<file path="src/rtl/instr_encoder_if.sv">
// instr_encoder_if
//   Handshake and field bundle between an instruction-word producer/consumer
//   and the RV32I encoder.
//   Input side : in_valid, in_ready, fmt, opcode, funct3, funct7, rs1, rs2,
//                rd, imm
//   Output side: out_valid, out_ready, instr, fmt_err, imm_err
//   master = bench/stimulus side, slave = encoder side.
interface instr_encoder_if;
  logic        in_valid;
  logic        in_ready;
  logic [2:0]  fmt;
  logic [6:0]  opcode;
  logic [2:0]  funct3;
  logic [6:0]  funct7;
  logic [4:0]  rs1;
  logic [4:0]  rs2;
  logic [4:0]  rd;
  logic [31:0] imm;
  logic        out_valid;
  logic        out_ready;
  logic [31:0] instr;
  logic        fmt_err;
  logic        imm_err;

  modport master (
    output in_valid, fmt, opcode, funct3, funct7, rs1, rs2, rd, imm, out_ready,
    input  in_ready, out_valid, instr, fmt_err, imm_err
  );

  modport slave (
    input  in_valid, fmt, opcode, funct3, funct7, rs1, rs2, rd, imm, out_ready,
    output in_ready, out_valid, instr, fmt_err, imm_err
  );
endinterface

</file>
<file path="src/rtl/instr_encoder.sv">
// instr_encoder
//   Two-stage pipelined RV32I instruction encoder. S1 registers the field
//   bundle, S2 registers the packed word plus error flags. Full throughput,
//   no skid buffer: in_ready is combinational from out_ready.
// Ports:
//   clk  - clock, rising edge
//   rst  - synchronous active-high reset
//   bus  - instr_encoder_if.slave (field bundle in, instruction word out)
// Parameters:
//   NOP_WORD - word emitted for an illegal format code
// Optional build macro:
//   INSTR_ENC_IMM_CHECK_EN - when defined, imm_err flags immediates that do
//   not fit their format; otherwise imm_err is tied low.
module instr_encoder #(
  parameter logic [31:0] NOP_WORD = 32'h00000013
) (
  input  logic          clk,
  input  logic          rst,
  instr_encoder_if.slave bus
);

  localparam logic [2:0] FMT_R = 3'd0;
  localparam logic [2:0] FMT_I = 3'd1;
  localparam logic [2:0] FMT_S = 3'd2;
  localparam logic [2:0] FMT_B = 3'd3;
  localparam logic [2:0] FMT_U = 3'd4;
  localparam logic [2:0] FMT_J = 3'd5;

  logic        s1_valid;
  logic [2:0]  s1_fmt;
  logic [6:0]  s1_opcode;
  logic [2:0]  s1_funct3;
  logic [6:0]  s1_funct7;
  logic [4:0]  s1_rs1;
  logic [4:0]  s1_rs2;
  logic [4:0]  s1_rd;
  logic [31:0] s1_imm;

  logic        s2_valid;
  logic [31:0] s2_instr;
  logic        s2_fmt_err;

  logic        s2_load;
  logic        s1_load;
  logic [31:0] enc_word;
  logic        enc_fmt_err;

  assign s2_load      = !s2_valid || bus.out_ready;
  assign s1_load      = !s1_valid || s2_load;
  assign bus.in_ready = s1_load;

  always_ff @(posedge clk) begin
    if (rst) begin
      s1_valid <= 1'b0;
    end else if (s1_load) begin
      s1_valid <= bus.in_valid;
      if (bus.in_valid) begin
        s1_fmt    <= bus.fmt;
        s1_opcode <= bus.opcode;
        s1_funct3 <= bus.funct3;
        s1_funct7 <= bus.funct7;
        s1_rs1    <= bus.rs1;
        s1_rs2    <= bus.rs2;
        s1_rd     <= bus.rd;
        s1_imm    <= bus.imm;
      end
    end
  end

  // Only the fields a format names are packed; everything else is dropped.
  always_comb begin
    enc_word    = NOP_WORD;
    enc_fmt_err = 1'b0;
    case (s1_fmt)
      FMT_R: enc_word = {s1_funct7, s1_rs2, s1_rs1, s1_funct3, s1_rd, s1_opcode};
      FMT_I: enc_word = {s1_imm[11:0], s1_rs1, s1_funct3, s1_rd, s1_opcode};
      FMT_S: enc_word = {s1_imm[11:5], s1_rs2, s1_rs1, s1_funct3, s1_imm[4:0], s1_opcode};
      FMT_B: enc_word = {s1_imm[12], s1_imm[10:5], s1_rs2, s1_rs1, s1_funct3,
                         s1_imm[4:1], s1_imm[11], s1_opcode};
      FMT_U: enc_word = {s1_imm[31:12], s1_rd, s1_opcode};
      FMT_J: enc_word = {s1_imm[20], s1_imm[10:1], s1_imm[11], s1_imm[19:12],
                         s1_rd, s1_opcode};
      default: enc_fmt_err = 1'b1;
    endcase
  end

  // Word and flags only change when a real bundle moves in, so they hold
  // stable during a stall and keep their last value once drained.
  always_ff @(posedge clk) begin
    if (rst) begin
      s2_valid   <= 1'b0;
      s2_instr   <= 32'h0;
      s2_fmt_err <= 1'b0;
    end else if (s2_load) begin
      s2_valid <= s1_valid;
      if (s1_valid) begin
        s2_instr   <= enc_word;
        s2_fmt_err <= enc_fmt_err;
      end
    end
  end

  assign bus.out_valid = s2_valid;
  assign bus.instr     = s2_instr;
  assign bus.fmt_err   = s2_fmt_err;

`ifdef INSTR_ENC_IMM_CHECK_EN
  logic enc_imm_err;
  logic s2_imm_err;

  // Sign-representability: every bit above the format's sign bit must
  // equal that sign bit.
  always_comb begin
    enc_imm_err = 1'b0;
    case (s1_fmt)
      FMT_I, FMT_S: enc_imm_err = (s1_imm[31:11] != {21{s1_imm[11]}});
      FMT_B:        enc_imm_err = (s1_imm[31:12] != {20{s1_imm[12]}}) || s1_imm[0];
      FMT_J:        enc_imm_err = (s1_imm[31:20] != {12{s1_imm[20]}}) || s1_imm[0];
      FMT_U:        enc_imm_err = (s1_imm[11:0] != 12'h000);
      default:      enc_imm_err = 1'b0;
    endcase
  end

  always_ff @(posedge clk) begin
    if (rst) begin
      s2_imm_err <= 1'b0;
    end else if (s2_load && s1_valid) begin
      s2_imm_err <= enc_imm_err;
    end
  end

  assign bus.imm_err = s2_imm_err;
`else
  assign bus.imm_err = 1'b0;
`endif

endmodule
</file>
<file path="src/flat_wrapper.sv">
// flat-port wrapper written by rule: the top's interface ports become plain ports
module instr_encoder_flat 
#(
  parameter logic [31:0] NOP_WORD = 32'h00000013
)
  (clk, rst, bus_in_valid, bus_fmt, bus_opcode, bus_funct3, bus_funct7, bus_rs1, bus_rs2, bus_rd, bus_imm, bus_out_ready, bus_in_ready, bus_out_valid, bus_instr, bus_fmt_err, bus_imm_err);
  instr_encoder_if bus_i ();
  input  logic clk;
  input  logic rst;
  input wire logic [$bits(bus_i.in_valid)-1:0] bus_in_valid;
  input wire logic [$bits(bus_i.fmt)-1:0] bus_fmt;
  input wire logic [$bits(bus_i.opcode)-1:0] bus_opcode;
  input wire logic [$bits(bus_i.funct3)-1:0] bus_funct3;
  input wire logic [$bits(bus_i.funct7)-1:0] bus_funct7;
  input wire logic [$bits(bus_i.rs1)-1:0] bus_rs1;
  input wire logic [$bits(bus_i.rs2)-1:0] bus_rs2;
  input wire logic [$bits(bus_i.rd)-1:0] bus_rd;
  input wire logic [$bits(bus_i.imm)-1:0] bus_imm;
  input wire logic [$bits(bus_i.out_ready)-1:0] bus_out_ready;
  output wire logic [$bits(bus_i.in_ready)-1:0] bus_in_ready;
  output wire logic [$bits(bus_i.out_valid)-1:0] bus_out_valid;
  output wire logic [$bits(bus_i.instr)-1:0] bus_instr;
  output wire logic [$bits(bus_i.fmt_err)-1:0] bus_fmt_err;
  output wire logic [$bits(bus_i.imm_err)-1:0] bus_imm_err;
  assign bus_i.in_valid = bus_in_valid;
  assign bus_i.fmt = bus_fmt;
  assign bus_i.opcode = bus_opcode;
  assign bus_i.funct3 = bus_funct3;
  assign bus_i.funct7 = bus_funct7;
  assign bus_i.rs1 = bus_rs1;
  assign bus_i.rs2 = bus_rs2;
  assign bus_i.rd = bus_rd;
  assign bus_i.imm = bus_imm;
  assign bus_i.out_ready = bus_out_ready;
  assign bus_in_ready = bus_i.in_ready;
  assign bus_out_valid = bus_i.out_valid;
  assign bus_instr = bus_i.instr;
  assign bus_fmt_err = bus_i.fmt_err;
  assign bus_imm_err = bus_i.imm_err;
  instr_encoder #(.NOP_WORD(NOP_WORD)) u_core (.clk(clk), .rst(rst), .bus(bus_i));
endmodule
</file>
<file path="config.mk">
export PLATFORM = sky130hd
export DESIGN_NAME = instr_encoder_flat
export DESIGN_NICKNAME = d
export VERILOG_FILES = /design/src/rtl/instr_encoder_if.sv /design/src/rtl/instr_encoder.sv /design/src/flat_wrapper.sv
export SDC_FILE = /design/constraint.sdc
export NUM_CORES = 1
export LEC_CHECK = 0
export BUFFER_PORTS_ARGS = -buffer_cell sky130_fd_sc_hd__buf_2
export CAP_MARGIN = 20
export CORE_UTILIZATION = 40
export DETAILED_ROUTE_END_ITERATION = 16
export PLACE_DENSITY = 0.68
export SLEW_MARGIN = 20
export SYNTH_ARGS = -nofsm -noshare
export SYNTH_HDL_FRONTEND = slang
export SYNTH_SLANG_ARGS = --single-unit
export TNS_END_PERCENT = 20
</file>
<file path="constraint.sdc">
create_clock -name clk -period 3.3 [get_ports clk]
set_input_delay 0.165 -clock clk [delete_from_list [all_inputs] [get_ports clk]]
set_output_delay 0.165 -clock clk [all_outputs]
set_load 0.03 [all_outputs]
</file>
* After elaboration in Yosys (flattened, before gate mapping)
Index checks and enable logic that the tools add are counted.
Word-level totals: output and inout bits 36, logic and storage cells 28, register bits 102, bits of input ports 71
Operators by class: bitwise operators 1, multiplexer cells 2, equality and inequality tests 5, reduce and logical (&&, ||, !) cells 8
Operators with widths (number):
- one-hot mux 32 bit (6 select lines) | 1
- == test 3 x 2 -> 1 bit (second input constant) | 2
- == test 3 bit (second input constant) | 2
- OR reduction 6 bit | 1
- == test 3 x 1 -> 1 bit (second input constant) | 1
- logical NOT 3 bit | 1
- AND reduction 3 bit | 1
- logical NOT 1 bit | 2
- logical OR 1 bit | 2
- AND reduction 2 bit | 1
- 2-to-1 mux 1 bit | 1
- inverter 1 bit | 1

* Longest topological paths before layout
depth in word-level cells 4, mapped depth 5

* Least setup slack after synthesis
Ideal clock, no wire load.
kind reg-to-reg, start register u_core.s2_valid (netlist: u_core.bus.out_valid), end register u_core.s1_fmt[0], enable pin, setup time 0.433 ns, stages on the path, launching flop included 5, path buffers 1, arrival time 2.683 ns, path slack 0.185 ns, cell sequence dfxtp_1 > and2b_1 > buf_6 > nand2_1 > and3b_1
Between the ends: longest elaborated chain between the ends 4
Ends and longest elaborated chain:
- from (decl) | RTL line instr_encoder.sv:39 | logic s2_valid;
- from (signal assigned) | RTL line instr_encoder.sv:95 | s2_valid <= s1_valid;
- logical NOT 1 bit | RTL line instr_encoder.sv:48 | assign s2_load = !s2_valid || bus.out_ready;
- logical OR 1 bit | RTL line instr_encoder.sv:48
- logical OR 1 bit | RTL line instr_encoder.sv:49 | assign s1_load = !s1_valid || s2_load;
- net bus_in_ready | RTL line flat_wrapper.sv:20 | output wire logic [$bits(bus_i.in_ready)-1:0] bus_in_ready;
- AND reduction 3 bit (no line)
- to (signal assigned) | RTL line instr_encoder.sv:58 | s1_fmt <= bus.fmt;
- to (decl) | RTL line instr_encoder.sv:30 | logic [2:0] s1_fmt;
The timed path passes the listed nets, and every way through them passes these cells. A chain may end at the register's enable or synchronous reset.

* Worst setup path in the final report
start register u_core.s1_fmt[2], end register u_core.s2_instr[30] (netlist: u_core.bus.instr[30])
Between the ends: longest elaborated chain between the ends 2
Ends and longest elaborated chain:
- == test 3 bit (tied with other cells) | RTL line instr_encoder.sv:74 | case (s1_fmt)
- one-hot mux 32 bit (6 select lines) * | RTL line instr_encoder.sv:74
- to (signal assigned) | RTL line instr_encoder.sv:97 | s2_instr <= enc_word;
- to (decl) | RTL line instr_encoder.sv:40 | logic [31:0] s2_instr;
Every way passes the cells marked *; elsewhere a longest branch is shown, timed or not.

==> impl_metrics.tcl <==
set metrics [dict create \
    outcome "finished clean" \
    yosysTopAreaCellShare_pct 50.2 \
    async_reset_ff_share_pct 0 \
    netlist_top_cells_area "edfxtp_1, dfxtp_1, a21oi_1, a211oi_1, nor2b_1" \
    syn_avg_cell_area_sq_um 14.0 \
    wl_per_cell_um 16.3 \
    numPortBuffers 105 \
    tightest_slew_ns 0.973 \
    overflow 0 \
    nNetsFinal 522 \
    yosys_warnings 0 \
    worstPathCellList "buf_4, mux2_1, o211ai_1, a311oi_1" \
    synth_fp_nets 358 \
    max-vdd-ir-drop_uv 216 \
    antenna_cells 0 \
    rsz0062_at_grt "false" \
    holdBufCountCts 67 \
    setup_violations 0 \
    grt_pass1_wl_mm 14.3 \
    end_kind "flip-flop" \
    fill_cells 820 \
    fin_crit_ns 2.09 \
    required_ns 3.53 \
    drtIter0Drc 131 \
    hold_viol 0 \
    place_hpwl_mm 5.96 \
    num_vias 2981 \
    yosysTopAreaCell "edfxtp_1" \
    first_global_vias 2888 \
    final_cells 589 \
    cts_buffers 9 \
    routed_wl_mm 9.62 \
    cap_viol_max_count 0 \
    cts_resized 0 \
    path_buf_inv 1 \
    ys_types 42 \
    seq_area_sq_um 2710 \
    placed_area_sq_um 4590 \
    cp_max_fo 25 \
    ant_nets 0 \
    leakagePower_nw 2.07 \
    clock.fmax_mhz 477 \
    synth-edff-count 67 \
    die_w_um 102 \
    fin_area_sq_um 5430 \
    yosys-top-cells-count "edfxtp_1, a21oi_1, dfxtp_1" \
    total_power_mw 2.51 \
    cts_buffer_depth 2 \
    dieArea_sq_um 10400 \
    fin_crit_sh_pct 63.5 \
    syn_inst 287 \
    clock_latency_ns 0.38 \
    yosysMostFrequentCell "edfxtp_1" \
    slew_viol_final 0 \
    skew_ns 0.0148 \
    cts_tree "yes" \
    grt_max_degree 39 \
    postLayoutCoreUtil_pct 55.8 \
    hold_ws_ns 0.0295 \
    path_delay_family "flip-flops" \
    initial_core_util_pct 41.2 \
    synthFlopType "edfxtp_1" \
    core_area_sq_um 9730 \
    netlist_area_sq_um 4010 \
    layout_setup_ws_ns 1.21 \
    synth-seq-cells 102 \
    relSlewSlack_pct 35.1 \
    dp_cells 506 \
    dr.pass1.iters 4 \
    fp-row-count 36 \
    grt_util_all_layers_pct 18.8 \
    critPathKind "reg -> reg" \
    globalplace.congestion 0.730 \
    fp.dieH_um 102 \
    hold_path.class "in -> reg" \
    post_cts_buffers 0 \
    cp-start-kind "flip-flop" \
    synthToLayoutAreaGrowth_pct 35.5 \
    h-tree-depth 3 \
    powerDensity_nw_per_um2 463 \
    ios 107 \
    cpPeakStageDelay_ns 1.00 \
    drive_above_1_share_pct 32.0 \
    cpMaxStageDelayCell "edfxtp_1" \
    critPathArrivalTime_ns 2.32 \
    clk_pin_slew_worst_paths_ns 0.10 \
    viasPerCell 5.06 \
    yosysSeqAreaShare_pct 67.7 \
    multi_input_area_sq_um 1140 \
    drc_errors 0 \
    fin_tns_setup_ns 0 \
    clockRootBuffer "clkbuf_8" \
    clock-sinks 102 \
    antenna_found_initial 0 \
    pre_cts_ws_ns 1.21 \
]
final cells by class:
type,count,area share [%]
multi-input combinational,159,20.9
timing repair buffer,177,22.7
sequential,102,49.9
clock buffer,10,2.53
tap,133,3.06
inverter,2,0.138
clock inverter,6,0.691
report_power, final:
group	switching, mW	internal [mW]	leakage (nW)
sequential	0.0379	1.43	0.916
combinational	0.175	0.152	1.07
clock	0.431	0.291	0.0857
per-layer routing:
layer  vias to the layer above  global-route usage, %  wire, um
li1                       1420                      -         -
met1                      1463                   21.7      3870
met4                         0                   8.68       254
met5                         -                      0         0
met2                        80                   33.0      5070
met3                        18                   4.65       425
logic make-up after synthesis:
kind of cell / synth area share [%]
muxes: 3.15
other: 0.0935
buffers and inverters: 3.99
AOI/OAI and AO/OA: 17.1
DFF: 67.7
xor gates and xnor gates: 0.219
and+or+nand+nor: 7.77
registers in the layout, summed over array words and instances, names as in the netlist:
signal	flops
u_core.s1_rs1	5
u_core.s1_valid	1
u_core.s1_funct3	3
u_core.s1_fmt	3
u_core.bus.fmt_err	1
u_core.s1_funct7	7
u_core.bus.instr	32
u_core.s1_imm	32
u_core.s1_opcode	7
u_core.s1_rs2	5
u_core.bus.out_valid	1
u_core.s1_rd	5
placed cells by master, fill, tap and decap left out, types with 4 or more instances in the layout:
cell type	count
nand2_1	7
a211oi_1	20
mux2_1	4
buf_4	5
a21oi_1	42
a22oi_1	5
dlygate4sd3_1	67
o211ai_2	4
nand4_1	4
o21ai_0	5
mux2_4	4
clkbuf_8	10
buf_2	105
nor2b_1	15
nand2b_1	9
dfxtp_1	35
a311oi_2	5
edfxtp_1	67
final timing paths:
kind | from | to | slack (ns) | depth (start not counted)
hold / removal | bus_in_valid | u_core.s1_valid$_SDFFE_PP0P_ | 0.03 | 3
setup / recovery | u_core.s1_fmt[2]$_DFFE_PP_ | u_core.bus.instr[30]$_SDFFE_PP0P_ | 1.21 | 4
setup reg to reg | u_core.s1_fmt[2]$_DFFE_PP_ | u_core.bus.instr[30]$_SDFFE_PP0P_ | 1.21 | 4
hold reg to reg | u_core.bus.instr[5]$_SDFFE_PP0P_ | u_core.bus.instr[5]$_SDFFE_PP0P_ | 0.48 | 2
worst min-delay path: stages:
cell	delay, ns
buf_2	0.09
a21oi_1	0.04
nor2_1	0.07
No activity file was read; power rests on OpenSTA's default activity.
